## config.mk

```make
export PLATFORM = sky130hd
export DESIGN_NAME = if_stage_flat
export DESIGN_NICKNAME = d
export VERILOG_FILES = /design/src/rtl/if_stage_if.sv /design/src/rtl/if_stage.sv /design/src/flat_wrapper.sv
export SDC_FILE = /design/constraint.sdc
export NUM_CORES = 1
export LEC_CHECK = 0
export ABC_CLOCK_PERIOD_IN_PS = 2380
export CAP_MARGIN = 25
export CORE_ASPECT_RATIO = 0.75
export CORE_MARGIN = 10
export CORE_UTILIZATION = 51
export DETAILED_ROUTE_END_ITERATION = 10
export HOLD_SLACK_MARGIN = 0.03
export PLACE_DENSITY = 0.85
export SLEW_MARGIN = 20
export SYNTH_ARGS = -nofsm -noshare
export SYNTH_HDL_FRONTEND = slang
export SYNTH_SLANG_ARGS = --single-unit
```

## constraint.sdc

```tcl
create_clock -name clk -period 2.38 [get_ports clk]
set_input_delay 0.357 -clock clk [delete_from_list [all_inputs] [get_ports clk]]
set_output_delay 0.357 -clock clk [all_outputs]
set_load 0.05 [all_outputs]
```

## src/rtl/if_stage_if.sv

```systemverilog
// Instruction-memory request/response bus between the fetch stage and imem.
// The master side issues requests; the slave side is the memory.
interface if_stage_if;
  logic        imem_req;
  logic [31:0] imem_addr;
  logic        imem_gnt;
  logic        imem_rvalid;
  logic [31:0] imem_rdata;

  modport master (
    output imem_req,
    output imem_addr,
    input  imem_gnt,
    input  imem_rvalid,
    input  imem_rdata
  );

  modport slave (
    input  imem_req,
    input  imem_addr,
    output imem_gnt,
    output imem_rvalid,
    output imem_rdata
  );
endinterface

```

## src/rtl/if_stage.sv

```systemverilog
// Instruction fetch stage: one outstanding imem request, a 1-entry skid
// buffer for responses that arrive while IF/ID is stalled, and flush/redirect
// handling that discards in-flight responses.
// Optional feature: define IF_PERF_CNT_EN to add the stall_cnt output.
module if_stage #(
  parameter logic [31:0] RESET_PC = 32'h0000_0000
) (
  input  logic              clk,
  input  logic              rst_n,
  input  logic              stall,
  input  logic              flush,
  input  logic [31:0]       redirect_pc,
  if_stage_if.master        imem,
  output logic              if_valid,
  output logic [31:0]       if_pc,
  output logic [31:0]       if_instr
`ifdef IF_PERF_CNT_EN
  ,
  output logic [31:0]       stall_cnt
`endif
);

  localparam logic [31:0] NOP        = 32'h0000_0013;
  localparam logic [31:0] RESET_PC_A = RESET_PC & 32'hFFFF_FFFC;

  // SKID state itself marks the skid buffer as occupied.
  typedef enum logic [1:0] {
    S_REQ  = 2'd0,
    S_WAIT = 2'd1,
    S_SKID = 2'd2
  } state_t;

  state_t      state;
  logic [31:0] pc;
  logic [31:0] req_pc;
  logic        drop;
  logic [31:0] skid_instr;
  logic [31:0] skid_pc;

  logic [31:0] redirect_aligned;
  logic        req_fire;

  assign redirect_aligned = redirect_pc & 32'hFFFF_FFFC;

  // Request only from REQ, not stalled, not in reset, and not while a stale
  // response is still owed to us (drop set outside WAIT after a reset).
  assign imem.imem_req  = rst_n && (state == S_REQ) && !stall && !drop;
  assign imem.imem_addr = pc;
  assign req_fire       = imem.imem_req && imem.imem_gnt;

  // Fetch FSM, PC, skid buffer and registered IF/ID outputs.
  always_ff @(posedge clk) begin
    if (!rst_n) begin
      state      <= S_REQ;
      pc         <= RESET_PC_A;
      req_pc     <= '0;
      // A granted but unanswered request survives reset: its late response
      // must be discarded, and no new request may go out until it arrives.
      drop       <= ((state == S_WAIT) || drop) && !imem.imem_rvalid;
      skid_instr <= NOP;
      skid_pc    <= '0;
      if_valid   <= 1'b0;
      if_pc      <= '0;
      if_instr   <= NOP;
    end else if (flush) begin
      pc       <= redirect_aligned;
      if_valid <= 1'b0;
      case (state)
        S_REQ: begin
          if (req_fire) begin
            state <= S_WAIT;
            drop  <= 1'b1;
          end else begin
            state <= S_REQ;
            if (drop && imem.imem_rvalid) drop <= 1'b0;
          end
        end
        S_WAIT: begin
          if (imem.imem_rvalid) begin
            state <= S_REQ;
            drop  <= 1'b0;
          end else begin
            drop  <= 1'b1;
          end
        end
        default: state <= S_REQ;
      endcase
    end else begin
      case (state)
        S_REQ: begin
          if (drop && imem.imem_rvalid) drop <= 1'b0;
          if (!stall) if_valid <= 1'b0;
          if (req_fire) begin
            req_pc <= pc;
            pc     <= pc + 32'd4;
            state  <= S_WAIT;
          end
        end
        S_WAIT: begin
          if (imem.imem_rvalid) begin
            if (drop) begin
              drop  <= 1'b0;
              state <= S_REQ;
              if (!stall) if_valid <= 1'b0;
            end else if (!stall) begin
              if_valid <= 1'b1;
              if_instr <= imem.imem_rdata;
              if_pc    <= req_pc;
              state    <= S_REQ;
            end else begin
              skid_instr <= imem.imem_rdata;
              skid_pc    <= req_pc;
              state      <= S_SKID;
            end
          end else if (!stall) begin
            if_valid <= 1'b0;
          end
        end
        S_SKID: begin
          if (!stall) begin
            if_valid <= 1'b1;
            if_instr <= skid_instr;
            if_pc    <= skid_pc;
            state    <= S_REQ;
          end
        end
        default: state <= S_REQ;
      endcase
    end
  end

`ifdef IF_PERF_CNT_EN
  // Count cycles the pipeline is held by the hazard unit (flush cycles excluded).
  always_ff @(posedge clk) begin
    if (!rst_n) begin
      stall_cnt <= '0;
    end else if (stall && !flush) begin
      stall_cnt <= stall_cnt + 32'd1;
    end
  end
`endif

endmodule
```

## src/flat_wrapper.sv

```systemverilog
// flat-port wrapper written by rule: the top's interface ports become plain ports
module if_stage_flat 
#(
  parameter logic [31:0] RESET_PC = 32'h0000_0000
)
  (clk, rst_n, stall, flush, redirect_pc, if_valid, if_pc, if_instr, imem_imem_req, imem_imem_addr, imem_imem_gnt, imem_imem_rvalid, imem_imem_rdata);
  if_stage_if imem_i ();
  input  logic clk;
  input  logic rst_n;
  input  logic stall;
  input  logic flush;
  input  logic [31:0] redirect_pc;
  output logic if_valid;
  output logic [31:0] if_pc;
  output logic [31:0] if_instr;
  output wire logic [$bits(imem_i.imem_req)-1:0] imem_imem_req;
  output wire logic [$bits(imem_i.imem_addr)-1:0] imem_imem_addr;
  input wire logic [$bits(imem_i.imem_gnt)-1:0] imem_imem_gnt;
  input wire logic [$bits(imem_i.imem_rvalid)-1:0] imem_imem_rvalid;
  input wire logic [$bits(imem_i.imem_rdata)-1:0] imem_imem_rdata;
  assign imem_imem_req = imem_i.imem_req;
  assign imem_imem_addr = imem_i.imem_addr;
  assign imem_i.imem_gnt = imem_imem_gnt;
  assign imem_i.imem_rvalid = imem_imem_rvalid;
  assign imem_i.imem_rdata = imem_imem_rdata;
  if_stage #(.RESET_PC(RESET_PC)) u_core (.clk(clk), .rst_n(rst_n), .stall(stall), .flush(flush), .redirect_pc(redirect_pc), .imem(imem_i), .if_valid(if_valid), .if_pc(if_pc), .if_instr(if_instr));
endmodule
```

* Word level (Yosys, flattened, before mapping)
Index checks and enable logic that the tools add are counted.
** Storage, ports and cells
- Register bits after elaboration :: 196
- Input bits :: 70
- Output and inout bits :: 98
- Word-level logic and storage cells :: 83
** Cells by class
- $add $sub $neg :: 1
- Equal/unequal tests :: 10
- Mux-type cells :: 36
- Bitwise operators :: 3
- Reductions and logical operators :: 23
** Operators by type and width (number)
- $mux W32 :: 11
- $pmux W32 S2 :: 2
- $add A32 B3 Y32 const B :: 1
- $mux W2 :: 7
- $mux W1 :: 11
- $ne A2 B2 Y1 const B :: 4
- $logic_and A1 B1 Y1 :: 6
- $pmux W2 S3 :: 1
- $reduce_and A2 Y1 :: 3
- $reduce_and A3 Y1 :: 2
- $reduce_and A6 Y1 :: 1
- $reduce_bool A2 Y1 :: 3
- $reduce_and A5 Y1 :: 1
- $ne A4 B4 Y1 const B :: 1
- $pmux W1 S2 :: 2
- $pmux W2 S2 :: 1
- $logic_not A1 Y1 :: 3
- $ne A3 B1 Y1 const B :: 1
- $ne A3 B2 Y1 const B :: 1
- $ne A3 B3 Y1 const B :: 1
- $not A1 Y1 :: 3
- $pmux W1 S3 :: 1
- $reduce_bool A3 Y1 :: 1
- $eq A2 B1 Y1 const B :: 1
- other kinds (4) :: 4

* Depth between registers and ports, before layout
- Depth after elaboration :: 9
- Depth in mapped cells :: 9
- Mapped depth without buffers :: 7

* Least setup slack after synthesis
Ideal clock, no wire load.
- Path kind :: input port to output port
- Start :: in rst_n
- End :: out imem_imem_req
- Arrival time :: 2114 ps
- Data required time :: 2023 ps
- Path slack :: -91 ps
- Cell stages on the path :: 5
- Buffers on the path :: 3
- Cell sequence :: buf_2 -> clkinv_1 -> clkbuf_1 -> clkbuf_1 -> nor3_1
** Between the ends
- Cells in the longest elaborated chain, start to end :: 3
** Ends and longest elaborated chain
- start: declaration :: RTL line flat_wrapper.sv:9 : input logic rst_n;
- $logic_and A1 B1 Y1 (3 in a row) :: RTL line if_stage.sv:47 : assign imem.imem_req = rst_n && (state == S_REQ) && !stall && !drop;
- end: declaration :: RTL line flat_wrapper.sv:16 : output wire logic [$bits(imem_i.imem_req)-1:0] imem_imem_req;
No other way between the ends.

* Worst setup path in the final report
- Start :: reg u_core.pc[4] (netlist: u_core.imem.imem_addr[4])
- End :: out imem_imem_addr[4]
** RTL lines
- start: declaration :: RTL line if_stage.sv:34 : logic [31:0] pc;
- start signal: assignment :: RTL line if_stage.sv:66 : pc <= redirect_aligned;
- start signal: assignment :: RTL line if_stage.sv:95 : pc <= pc + 32'd4;
- end: declaration :: RTL line flat_wrapper.sv:17 : output wire logic [$bits(imem_i.imem_addr)-1:0] imem_imem_addr;
No word-level cell between the ends.

==> metrics.txt <==
outcome completed; combinational group share of total power 14.5%; first-pass GRT wire length 34300 microns; WP data required 2.02 ns; GPL Wtd Cong 0.941; skew final 0.00917 ns; antenna violations before repair 0; Die Footprint 21000 sq um; max_cap viols 0; share of post-route cells with drive strength above 1 6.44%; Leak 3.35 nW; Pint 5.24 mW; crit-path max FO 8; largest net degree at the start of global routing 158; cell chosen for the clock root clkbuf_16; Yosys top cell area share 47.2%; Switching Share 28.1%; Area Growth Syn to Fin 31.2%; relative slew slack 52.1%; hold_buf cts 0; Synth area leaders dfxtp_1 47%, nand2_1 9.7%, mux2i_1 8.7%; die width 164 microns; Pre-Repair DR Iteration Count 5; I/O pin cnt 168; Final setup viols 0; CP cell instances clkdlybuf4s50_1; Hold Slack 0.454 ns; CTS tree done; Post-synth ARST share 0%; Remaining Overflow, GRT 0; # fillers 1215; final slew viol count 0; switching power total 2.04 mW; Setup crit end kind output port; WS Path Type register to output port; post-CTS setup buffers 0; Tcrit/Tclk final 93.0%; gr usage total 20.0%; clock sink count 188; dominant synthesized flop cell dfxtp_1; htree depth 4; Mapped Area 7920 sq um; Min-Delay Path Class register to register; Post-Place Setup Slack 0.0779 ns; YS warnings 0; crit path time final 2.21 ns; Cell variety after synth 44; crit start category register; Post-Synthesis Cells 944; Die H 128 microns; Worst-Skew Late Latency 0.43 ns; Port-buffer cells 161; Synth area leader dfxtp_1; WP buf/inv 1; Worst-Margin Slew 0.719 ns; antenna viol nets, final 0; Vias per Instance 5.51; Antenna diodes 0; Top delay family on crit path buffers and inverters; Worst Path Arrival 1.86 ns; crit path setup slack, layout 0.166 ns; Clock power frac 39.3%; drt first-iter violations 485; core region area 15200 sq um; sequential area share after synthesis 47.6%; VDD IR max 0.535 mV; number of synthesized flops with an enable pin 1; dpl hpwl 14500 microns; Clock Path Buffers 2; Post-Layout Inst Area 10400 sq um; pwr dens 700 nW/um^2; Reg power frac 46.2%; TNS Setup 0 ns; routed wire length 21400 microns; Placed Cells 1260; crit-path max cell delay 0.89 ns; Row Count 39; number of global-route vias before repair 6555; count of final hold-check violations 0; Power Total 7.28 mW; average routed wire per standard cell 16.5 microns; CTS clk-pin slew, worst paths 0.07 ns; CP max stage cell clkdlybuf4s50_1; DRC 0; via count 7117; Avg Inst Size Synth 8.39 sq um; Initial Util 52.0%; number of buffers created by CTS 17; DP Area 9800 sq um; unrepaired setup endpoints after global routing false; synthesized flop and latch total 188; Util after Layout 68.3%; Fmax achieved 452 MHz; post_cts resized 0; # nets final 1150; final cell count without fillers 1292
==> flip-flops by register name (all words and copies together), names as in the netlist <==
| signal | count |
|---|---|
| u_core.state | 2 |
| u_core.req_pc | 30 |
| u_core.skid_instr | 32 |
| u_core.if_instr | 32 |
| u_core.drop | 1 |
| u_core.if_valid | 1 |
| u_core.if_pc | 30 |
| u_core.imem.imem_addr | 30 |
| u_core.skid_pc | 30 |
==> power groups by stage <==
stage / clock (mW) / sequential [mW] / combinational (mW)
floorplan: 0 / 3.67 / 0.401
global placement: 0 / 3.43 / 1.04
detailed placement: 0 / 3.43 / 1.06
CTS: 2.90 / 3.36 / 1.06
global route: 3.03 / 3.38 / 1.13
finish: 2.86 / 3.37 / 1.05
==> kinds of logic (layout without fill, tap and decap cells) <==
kind of cell               Yosys count  count (layout)  share of synthesized area [%]
and+or+nand+nor                    359             359                           19.7
AOI/OAI and AO/OA                  215             215                           16.1
DFF                                188             188                           47.6
buffers and inverters               85             225                           4.56
muxes                               69              69                           8.72
xor gates and xnor gates            21              21                           2.32
adders and majority gates            6               6                          0.947
other                                1               4                         0.0473
==> layer usage <==
metal  track usage [%]  wire, microns  vias up
li1                  -              -     3529
met1              26.5           9630     3342
met2              30.9           9980      211
met3              4.97           1250       35
met4              7.24            489        0
met5                 0              0        -
==> synthesized netlist by cell type, types with 2 or more instances <==
cell type / instances
a31oi_1: 4
a21oi_1: 107
nor3b_1: 4
inv_1: 7
nand4_1: 17
or2_2: 3
clkbuf_1: 49
nor3_2: 2
xnor2_1: 5
o211ai_1: 3
and3_1: 8
o31a_1: 2
mux2i_1: 69
nor2_1: 74
buf_1: 12
dfxtp_1: 187
a211oi_1: 61
or3_1: 3
buf_2: 10
buf_4: 4
a311oi_1: 2
nor4_1: 4
buf_6: 2
o21ai_0: 28
nor3_1: 8
ha_1: 6
nand3_1: 20
xor2_1: 16
nand2_1: 204
and4_1: 5
o22ai_1: 5
==> final timing paths <==
check                                        start                              end  slack [ns]  cells past startpoint
min reg2reg        u_core.skid_pc[31]$_SDFFE_PN0P_  u_core.skid_pc[31]$_SDFFE_PN0P_        0.45                      2
max reg2reg           u_core.state[1]$_SDFFE_PN0P_    u_core.if_pc[12]$_SDFFE_PN0P_        0.33                      8
min                u_core.skid_pc[31]$_SDFFE_PN0P_  u_core.skid_pc[31]$_SDFFE_PN0P_        0.45                      2
max          u_core.imem.imem_addr[4]$_SDFFE_PN0P_                imem_imem_addr[4]        0.17                      1
==> cell type report <==
type,count,area (sq um),share of cell area (%)
Multi-Input combinational cell,674,3830,36.9
Clock buffer,19,433,4.17
Tap cell,205,256,2.47
Inverter,8,32.5,0.313
Timing Repair Buffer,185,1900,18.3
Clock inverter,13,164,1.58
Sequential cell,188,3770,36.3
==> placed cells by master, fill, tap and decap left out, drive strengths merged, types with 4 or more instances in the layout <==
cell	Yosys	routed
nor4	5	5
nand4	17	17
clkdlybuf4s50	0	160
xnor2	5	5
clkinv	1	7
a211oi	61	61
a31oi	4	4
and3	8	8
xor2	16	16
clkbuf	49	19
a21oi	107	107
inv	7	10
nand3	20	20
o21ai	28	28
buf	28	25
conb	1	4
o22ai	5	5
nor3	10	10
nor2	74	74
mux2i	69	69
dfxtp	187	187
nand2	204	204
nor3b	4	4
ha	6	6
and4	5	5
No activity file was read; power rests on OpenSTA's default activity.
